===== src/rtl/mux_channel_select_reg.sv =====
// Registered N-channel stream multiplexer with per-channel valid/ready,
// selection by sel (MODE=0) or round-robin (MODE=1), and optional inversion.
module mux_channel_select_reg #(
    parameter int N_CH = 4,
    parameter int W    = 8,
    parameter int MODE = 0,
    parameter int SW   = (N_CH > 1) ? $clog2(N_CH) : 1
) (
    input  logic              clk,
    input  logic              rst_n,
    input  logic [SW-1:0]     sel,
    input  logic              inv,
    input  logic [N_CH-1:0]   in_valid,
    input  logic [N_CH*W-1:0] in_data,
    output logic [N_CH-1:0]   in_ready,
    output logic              out_valid,
    output logic [W-1:0]      out_data,
    output logic [SW-1:0]     out_ch,
    input  logic              out_ready
);

    logic [SW-1:0] ptr_reg;
    logic [SW-1:0] ptr_next;
    logic [SW-1:0] grant_ch;
    logic          grant;
    logic          load;
    logic [W-1:0]  grant_word;
    int            scan_idx;
    int            next_idx;

    assign load = !out_valid || out_ready;

    always_comb begin
        grant    = 1'b0;
        grant_ch = '0;
        scan_idx = 0;
        if (MODE == 0) begin
            // Compare against every legal channel so an out-of-range sel never grants.
            for (int k = 0; k < N_CH; k++) begin
                if ((int'(sel) == k) && in_valid[k]) begin
                    grant    = 1'b1;
                    grant_ch = SW'(k);
                end
            end
        end else begin
            // Scan from the far end back to ptr so the closest valid channel wins.
            for (int off = N_CH - 1; off >= 0; off--) begin
                scan_idx = int'(ptr_reg) + off;
                if (scan_idx >= N_CH) begin
                    scan_idx = scan_idx - N_CH;
                end
                if (in_valid[scan_idx]) begin
                    grant    = 1'b1;
                    grant_ch = SW'(scan_idx);
                end
            end
        end
    end

    always_comb begin
        next_idx = int'(grant_ch) + 1;
        if (next_idx >= N_CH) begin
            next_idx = 0;
        end
        ptr_next = SW'(next_idx);
    end

    assign grant_word = in_data[int'(grant_ch)*W +: W];

    generate
        for (genvar gi = 0; gi < N_CH; gi++) begin : g_ready
            assign in_ready[gi] = rst_n && load && grant && (int'(grant_ch) == gi);
        end
    endgenerate

    always_ff @(posedge clk or negedge rst_n) begin
        if (!rst_n) begin
            out_valid <= 1'b0;
            out_data  <= '0;
            out_ch    <= '0;
            ptr_reg   <= '0;
        end else if (load) begin
            if (grant) begin
                out_valid <= 1'b1;
                out_data  <= inv ? ~grant_word : grant_word;
                out_ch    <= grant_ch;
                if (MODE == 1) begin
                    ptr_reg <= ptr_next;
                end
            end else begin
                out_valid <= 1'b0;
            end
        end
    end

endmodule


===== config.mk =====
export PLATFORM = sky130hd
export DESIGN_NAME = mux_channel_select_reg
export DESIGN_NICKNAME = d
export VERILOG_FILES = /design/src/rtl/mux_channel_select_reg.sv
export SDC_FILE = /design/constraint.sdc
export NUM_CORES = 1
export LEC_CHECK = 0
export BUFFER_PORTS_ARGS = -buffer_cell sky130_fd_sc_hd__buf_2
export CAP_MARGIN = 20
export CORE_MARGIN = 2
export CORE_UTILIZATION = 45
export DETAILED_ROUTE_END_ITERATION = 7
export HOLD_SLACK_MARGIN = 0.15
export PLACE_DENSITY = 0.88
export SLEW_MARGIN = 20
export SYNTH_ARGS = -nofsm -noshare
export SYNTH_HDL_FRONTEND = slang
export SYNTH_SLANG_ARGS = --single-unit

===== constraint.sdc =====
create_clock -name clk -period 4.5 [get_ports clk]
set_clock_uncertainty 0.1 [all_clocks]
set_input_delay 1.35 -clock clk [delete_from_list [all_inputs] [get_ports clk]]
set_output_delay 1.35 -clock clk [all_outputs]
set_load 0.05 [all_outputs]

[Word-level counts from Yosys, hierarchy flattened]
Cells that the tools add are included.
Word-level totals
  output and inout port bits: 15
  word-level logic and storage cells: 35
  input port bits: 42
  register bits after elaboration: 11
Operators by class
  shift-type cells: 1
  reductions and logical operators: 15
  bitwise operators: 1
  equal/unequal tests: 6
  mux-type cells: 9
Operators with widths (count)
  variable part select 32 x 6 -> 8 bit: 1
  logical AND 1 bit: 10
  equality test 2 bit, second input constant: 4
  2-to-1 mux 8 bit: 1
  inverter 8 bit: 1
  2-to-1 mux 1 bit: 6
  equality test 2 x 1 -> 1 bit, second input constant: 2
  zero test 2 bit: 2
  2-to-1 mux 2 bit: 2
  AND reduction 2 bit: 1
  zero test 1 bit: 1
  logical OR 1 bit: 1

[Logic depth before layout (Yosys ltp)]
Gate-level depths: netlist of the first run.
  word-level depth: 8
  mapped depth: 6
  mapped depth without buffers: 4

[Worst setup path before layout of the first run]
Ideal clock, no wire load.
  path type: input -> output
  start: input port sel[1]
  end: output port in_ready[0]
  arrival time: 3184 ps
  buffers on the path: 1
  stages: 4
  required time: 3050 ps
  setup slack: -134 ps
  path through: buf_2 > mux2_2 > and2_1 > nor3_1
Between the ends
  longest elaborated chain between the ends: 8
  elaborated cells on any way between the ends: 18
  those cells by class: eq/ne (3); mux (7); reduce/logical (8)
RTL lines
  start, declared: line 11  | input logic [SW-1:0] sel,
  zero test 2 bit: line 40  | if ((int'(sel) == k) && in_valid[k]) begin
  logical AND 1 bit: line 40
  2-to-1 mux 1 bit (4 in a row): line 40
  logical AND 1 bit: line 72  | assign in_ready[gi] = rst_n && load && grant && (int'(grant_ch) == gi);
  logical AND 1 bit (*): line 72
  end, declared: line 15  | output logic [N_CH-1:0] in_ready,
Mark *: on every way between the ends. The rest lies on a longest branch, timed or not.

[Final worst setup path of the first run]
Same ends and word-level chain as after synthesis.

==> impl_metrics.tcl, run 1 <==
set metrics [dict create \
    status "complete, no violations" \
    cts_hold_buf 0 \
    instances_no_fill 184 \
    clockBufferDepth 2 \
    total_power_uw 399.6 \
    layout.nets 200 \
    powerDensity_nw_per_um2 334.4 \
    cpMostUsedCell "buf_2" \
    cts_setup_buffers 0 \
    grt_max_degree 23 \
    max_stage_delay_ps 460 \
    hold_class "flop to flop" \
    synth_top_area_share 0.3094 \
    syn_area_um2 889.6 \
    route.detailed.drc 0 \
    cts_max_level 1 \
    initial_utilization 0.4629 \
    cp_max_fo 15 \
    grt_pass1_vias 1009 \
    cts_resized 0 \
    insertion_delay_ps 270 \
    root_buffer "clkbuf_4" \
    path_cells "buf_2 -> mux2_2 -> and2_1 -> nor3_2 -> buf_2" \
    irDropWorstVdd_mv 0.1876 \
    timing.fmax_ghz 0.2406 \
    gr-usage-all-layers 0.2450 \
    setup.worst_path.end_class "output pin" \
    gp_congestion 0.8975 \
    finalCriticalPeriod_ps 4156 \
    worst_slack_ps 344.1 \
    wl_per_cell_um 15.58 \
    slew_headroom 0.6240 \
    io_buffers 56 \
    ys_seq_elements 11 \
    cp_slowest_cell "mux2_2" \
    cts_made_buffers 3 \
    synth.top_cells.by_area "dfrtp_1 (31%), a221o_1 (9.0%), and4_1 (7.9%)" \
    maxCapViolCount 0 \
    grt-ovfl-total 0 \
    required_ps 3050 \
    clk_pin_slew_ps 80 \
    hold_ws_ps 390.5 \
    layout_commonest_cell "buf_2" \
    cts_sinks 11 \
    vias 1098 \
    worst_pin_slew_ps 562.6 \
    cts_tree "yes" \
    tns_ps 0 \
    dp_hpwl_mm 2.117 \
    antenna_found_initial 0 \
    rows 16 \
    critical_path_arrival_ps 2710 \
    drtAntennaViolNets 0 \
    die_h_um 48.46 \
    synth_sequential_area_ratio 0.3094 \
    vias_per_cell 5.967 \
    dr.pass1.iters 4 \
    critPathKind "input port to output pin" \
    drtIter0Drc 52 \
    core-area_um2 1922 \
    dp.cells 180 \
    nFillCells 187 \
    diodes 0 \
    final_cell_mix "buf_2 (56), dfrtp_1 (11), nand3_1 (10), nand2_1 (9)" \
    grt_pass1_wl_mm 4.512 \
    setup_viol 0 \
    fin_crit_sh 0.9235 \
    synth_nets 146 \
    area_growth_pct 34.32 \
    die_w_um 48.46 \
    worst_setup_path_start_kind "input port" \
    pre_cts_slack_ps 372.2 \
    totalWireLength_mm 2.866 \
    synth_warnings 0 \
    slew_violations 0 \
    syn_area_per_cell_um2 8.554 \
    ios 57 \
    final_hold_viol_count 0 \
    fp.dieArea_um2 2348 \
    p_leak_nw 0.6303 \
    synthCells 104 \
    synth_top_area_cell "dfrtp_1" \
    drive_gt1_frac 0.4140 \
    synthDistinctLibCells 28 \
    grt_setup_unrepaired "false" \
]
[metal layers]
metal | track usage | up-vias | wire length (um)
met5 | 0 | - | 0
met1 | 0.3162 | 510 | 1172
li1 | - | 516 | -
met3 | 0.01852 | 6 | 203
met2 | 0.4213 | 66 | 1457
met4 | 0.1095 | 0 | 33
[registers in the layout, summed over array words and instances (netlist names)]
register and count:
out_data 8, out_ch 2, out_valid 1
[worst paths after layout]
kind	startpoint	endpoint	slack (ps)	cells past startpoint
worst max-delay path	sel[1]	in_ready[0]	340	5
worst min-delay path	out_data[2]	out_data[2]	390	2
worst max register to register	out_valid	out_data[3]	2620	4
worst min register to register	out_data[2]	out_data[2]	390	2
max in group asynchronous	rst_n	out_valid	3170	2
min in group asynchronous	rst_n	out_ch[1]	770	1
[cell type report]
type,count,area [um2],share of cell area
Inverter,9,33.78,0.02827
Multi-Input combinational cell,75,530.5,0.4440
Sequential cell,11,275.3,0.2304
Clock buffer,4,26.28,0.02199
Tap cell,27,33.78,0.02827
Timing Repair Buffer,58,295.3,0.2471
[cells in the mapped netlist (all sizes together)]
| library cell | number |
|---|---|
| o21ai | 8 |
| a32o | 1 |
| clkbuf | 4 |
| buf | 5 |
| a22o | 1 |
| a221o | 8 |
| nand2 | 9 |
| and4 | 8 |
| and3b | 2 |
| inv | 9 |
| nand2b | 2 |
| or4 | 8 |
| nor2b | 1 |
| mux4 | 1 |
| and2 | 1 |
| a211oi | 8 |
| and3 | 1 |
| nand3 | 10 |
| nor3 | 1 |
| mux2 | 2 |
| nand4 | 1 |
| nor2 | 2 |
| dfrtp | 11 |
[cells by family after synthesis]
kind of cell	synth area share
multiplexers	0.05063
AO/OA/AOI/OAI	0.2236
flip-flops	0.3094
AND/OR/NAND/NOR	0.3165
buffers and inverters	0.09984
[critical path: cells and delay by family]
kind | cells | cell delay [ps]
muxes | 1 | 460
buffers and inverters | 2 | 500
and+or+nand+nor | 2 | 390
[power by group]
part	leakage [nW]	internal [mW]	switching, mW	total, mW
combinational	0.481	0.0562	0.140	0.196
sequential	0.134	0.121	0.0109	0.132
clock	0.0150	0.0343	0.0375	0.0718
[through the flow]
stage          utilization  cell area (um2)
5_1_grt             0.6217             1195
4_1_cts             0.6217             1195
3_5_place_dp        0.6081             1169
6_report            0.6217             1195
3_3_place_gp        0.6081             1169
2_1_floorplan            -            894.6
Note: power is estimated with default switching activity, not from simulation.
==> run 2, diff against run 1 <==
--- a/config.mk
+++ b/config.mk
@@ -7,8 +7,10 @@
 export LEC_CHECK = 0
 export BUFFER_PORTS_ARGS = -buffer_cell sky130_fd_sc_hd__buf_2
 export CAP_MARGIN = 20
+export CELL_PAD_IN_SITES_DETAIL_PLACEMENT = 1
+export CELL_PAD_IN_SITES_GLOBAL_PLACEMENT = 1
 export CORE_MARGIN = 2
-export CORE_UTILIZATION = 45
+export CORE_UTILIZATION = 31
 export DETAILED_ROUTE_END_ITERATION = 7
 export HOLD_SLACK_MARGIN = 0.15
 export PLACE_DENSITY = 0.88
==> impl_metrics.tcl, run 2 (synthesis results as in run 1) <==
set metrics [dict create \
    wl_met2_mm 1.504 \
    route.detailed.drc 0 \
    timing.fmax_ghz 0.2404 \
    cts_hold_buf 0 \
    hold_ws_ps 397.1 \
    worst_setup_path_start_kind "input port" \
    vias_per_cell 5.601 \
    layout.nets 200 \
    drtIter0Drc 20 \
    setup.worst_path.end_class "output pin" \
    largest_reg_flops 8 \
    wirelength_met1_mm 1.195 \
    core-area_um2 2734 \
    cts_max_level 1 \
    fin_crit_sh 0.9245 \
    top_regs "out_data: 8 flops, out_ch: 2 flops, out_valid: 1 flops" \
    insertion_delay_ps 270 \
    grt_setup_unrepaired "false" \
    placedInstanceArea_um2 1174 \
    cts_resized 0 \
    dp_hpwl_mm 2.371 \
    critical_path_arrival_ps 2710 \
    nFillCells 346 \
    cts_setup_buffers 0 \
    gp_congestion 0.7853 \
    drtAntennaViolNets 0 \
    r2r_cells 4 \
    top_layer "met4" \
    hold_depth 2 \
    root_buffer "clkbuf_4" \
    required_ps 3050 \
    area_growth_pct 34.88 \
    clockBufferDepth 2 \
    grt_pass1_wl_mm 4.885 \
    critPathKind "input port to output pin" \
    grt-ovfl-total 0 \
    setup_viol 0 \
    layout_commonest_cell "buf_2" \
    final_hold_viol_count 0 \
    wl_per_cell_um 15.60 \
    slew_violations 0 \
    fp.dieArea_um2 3314 \
    totalWireLength_mm 2.933 \
    largest-register "out_data" \
    tns_ps 0 \
    irDropWorstVdd_mv 0.1420 \
    cp_max_fo 15 \
    worst_pin_slew_ps 543.4 \
    diodes 0 \
    finalCriticalPeriod_ps 4160 \
    antenna_found_initial 0 \
    dp.cells 184 \
    final_area_um2 1200 \
    clk_pin_slew_ps 80 \
    initial_utilization 0.3254 \
    die_h_um 57.57 \
    p_leak_nw 0.6303 \
    ios 57 \
    vias 1053 \
    powerDensity_nw_per_um2 333.6 \
    cts_made_buffers 3 \
    rows 19 \
    maxCapViolCount 0 \
    grt_pass1_vias 1112 \
    grt_max_degree 23 \
    cts_sinks 11 \
    cts_tree "yes" \
    drive_gt1_frac 0.4140 \
    io_buffers 56 \
    dr.pass1.iters 4 \
    status "complete, no violations" \
    hold_class "flop to flop" \
    slew_headroom 0.6369 \
    final_cell_mix "buf_2 (56), dfrtp_1 (11), nand3_1 (10), nand2_1 (9)" \
    gr-usage-all-layers 0.1880 \
    route.met3.wl_um 176 \
    die_w_um 57.57 \
    final_util 0.4389 \
    instances_no_fill 188 \
]
==> run 2: per-layer routing <==
layer  up-vias  global-route usage
li1        511                   -
met1       492              0.2360
met2        44              0.3295
met3         6             0.01134
met4         0             0.08306
met5         -                   0
==> run 2: area by class of cell <==
class / count / area [um2] / area share
Sequential cell: 11 / 275.3 / 0.2294
Multi-Input combinational cell: 75 / 530.5 / 0.4421
Tap cell: 31 / 38.79 / 0.03233
Inverter: 9 / 33.78 / 0.02815
Timing Repair Buffer: 58 / 295.3 / 0.2461
Clock buffer: 4 / 26.28 / 0.02190
==> run 2: final timing paths <==
| check | startpoint | end | slack (ps) |
|---|---|---|---|
| hold / removal | out_data[0] | out_data[0] | 400 |
| setup / recovery | sel[1] | in_ready[0] | 340 |
| hold reg to reg | out_data[0] | out_data[0] | 400 |
| min in group asynchronous | rst_n | out_ch[1] | 770 |
| max in group asynchronous | rst_n | out_ch[0] | 3190 |
| setup reg to reg | out_valid | out_data[3] | 2640 |
==> run 2: metrics by stage <==
step / setup WS, ps / total power, mW
floorplan: 279.2 / 0.2732
global placement: 399.5 / 0.3268
detailed placement: 348.5 / 0.3331
CTS: 349.3 / 0.4043
global route: 238.3 / 0.4229
finish: 339.9 / 0.4003
==> run 2: worst max-delay path: stages <==
cell and delay [ps]:
buf_2 230, mux2_2 450, and2_1 220, nor3_2 180, buf_2 280
==> run 2: power breakdown <==
group / total, mW / leakage (nW) / switching (mW) / internal (mW)
clock: 0.0710 / 0.0150 / 0.0367 / 0.0343
combinational: 0.197 / 0.481 / 0.141 / 0.0563
sequential: 0.132 / 0.134 / 0.0114 / 0.121
total: 0.400 / 0.630 / 0.189 / 0.211
==> run 3, diff against run 2 <==
--- a/config.mk
+++ b/config.mk
@@ -14,6 +14,7 @@
 export DETAILED_ROUTE_END_ITERATION = 7
 export HOLD_SLACK_MARGIN = 0.15
 export PLACE_DENSITY = 0.88
+export REMOVE_ABC_BUFFERS = 1
 export SLEW_MARGIN = 20
 export SYNTH_ARGS = -nofsm -noshare
 export SYNTH_HDL_FRONTEND = slang
==> impl_metrics.tcl, run 3 (synthesis results as in run 1) <==
set metrics [dict create \
    max_stage_delay_ps 460 \
    powerDensity_nw_per_um2 337.2 \
    cts_max_level 1 \
    path_cells "buf_2 -> mux2_2 -> and2_1 -> nor3_1 -> buf_2" \
    setup.worst_path.end_class "output pin" \
    gp_congestion 0.8957 \
    setup_viol 0 \
    swShare 0.4737 \
    diodes 0 \
    slew_violations 0 \
    grt_pass1_vias 1077 \
    top_regs "out_data: 8 flops, out_ch: 2 flops, out_valid: 1 flops" \
    cts_resized 0 \
    grt_setup_unrepaired "false" \
    dp.cells 183 \
    drtIter0Drc 30 \
    vias_per_cell 5.679 \
    layout.nets 199 \
    p_switching_uw 189.6 \
    cts_made_buffers 3 \
    root_buffer "clkbuf_4" \
    core-area_um2 2734 \
    finalCriticalPeriod_ps 4278 \
    grt_pass1_wl_mm 5.030 \
    cp_slowest_cell "mux2_2" \
    clk_pin_slew_ps 80 \
    grt_max_degree 23 \
    timing.fmax_ghz 0.2338 \
    wl_per_cell_um 16.92 \
    tns_ps 0 \
    cp_max_fo 15 \
    io_buffers 56 \
    fin_crit_sh 0.9507 \
    slew_headroom 0.6087 \
    cts_tree "yes" \
    die_h_um 57.57 \
    seq_power_share 0.331 \
    largest_reg_flops 8 \
    cts_setup_buffers 0 \
    reg2reg_slack_ps 2580 \
    intPower_uw 210.7 \
    grt-ovfl-total 0 \
    largest-register "out_data" \
    clkPwrFrac 0.177 \
    hold_class "flop to flop" \
    dr.pass1.iters 4 \
    irDropWorstVdd_mv 0.1782 \
    required_ps 3050 \
    vias 1062 \
    power_frac_comb 0.492 \
    cts_sinks 11 \
    final_hold_viol_count 0 \
    worst_pin_slew_ps 585.6 \
    die_w_um 57.57 \
    antenna_found_initial 0 \
    instances_no_fill 187 \
    drive_gt1_frac 0.4038 \
    gr-usage-all-layers 0.1951 \
    route.detailed.drc 0 \
    dp_hpwl_mm 2.412 \
    totalWireLength_mm 3.164 \
    status "complete, no violations" \
    ios 57 \
    worst_setup_path_start_kind "input port" \
    maxCapViolCount 0 \
    area_growth_pct 33.47 \
    drtAntennaViolNets 0 \
    critPathKind "input port to output pin" \
    clockBufferDepth 2 \
    cts_hold_buf 0 \
    cpMostUsedCell "buf_2" \
    p_leak_nw 0.6246 \
    fp.dieArea_um2 3314 \
    insertion_delay_ps 280 \
    rows 19 \
    initial_utilization 0.3254 \
    critical_path_arrival_ps 2830 \
    final_cell_mix "buf_2 (56), dfrtp_1 (11), nand3_1 (10), nand2_1 (9)" \
    layout_commonest_cell "buf_2" \
]
[run 3: changes by cell type in the layout (fill, tap and decap cells not counted)]
cell    delta
buf_4      -1
nor3_1     +1
nor3_2     -1
[run 3: layer usage]
layer	share of wire	global-route usage	vias up
met5	0	0	-
met4	0.0063	0.05980	0
met3	0.070	0.03401	4
met2	0.49	0.3231	43
met1	0.44	0.2584	503
li1	-	-	512
[run 3: critical path, delay by kind of cell]
kind / cells / cell delay (ps)
muxes: 1 / 460
buffers and inverters: 2 / 550
and+or+nand+nor: 2 / 470
[run 3: area by class of cell]
type / count / area, um2
Clock buffer: 4 / 26.28
Fill cell: 350 / 1546
Inverter: 9 / 33.78
Multi-Input combinational cell: 75 / 525.5
Sequential cell: 11 / 275.3
Tap cell: 31 / 38.79
Timing Repair Buffer: 57 / 287.8
[run 3: final timing paths]
path / from / end / cells past startpoint
min in group asynchronous: rst_n / out_data[2] / 1
worst max register to register: out_valid / out_data[6] / 4
worst min register to register: out_data[2] / out_data[2] / 2
worst min-delay path: out_data[2] / out_data[2] / 2
worst max-delay path: sel[1] / in_ready[0] / 5
max in group asynchronous: rst_n / out_data[6] / 1
[run 3: power by group through the flow]
stage	Sequential (mW)	Combinational [mW]	Clock, mW
2_1_floorplan	0.213	0.0532	0
3_3_place_gp	0.134	0.194	0
3_5_place_dp	0.135	0.197	0
4_1_cts	0.133	0.198	0.0715
5_1_grt	0.136	0.209	0.0781
6_report	0.133	0.197	0.0709
[run 3: stage by stage]
step	hold WS (ps)	setup WS, ps	cell area [um2]	total power [mW]	utilization
floorplan	678.0	35.14	834.6	0.2660	-
global placement	373.7	371.5	1161	0.3274	0.4247
detailed placement	385.2	338.3	1161	0.3321	0.4247
CTS	404.8	273.9	1187	0.4025	0.4343
global route	417.3	200.4	1187	0.4230	0.4343
finish	395.9	221.9	1187	0.4004	0.4343
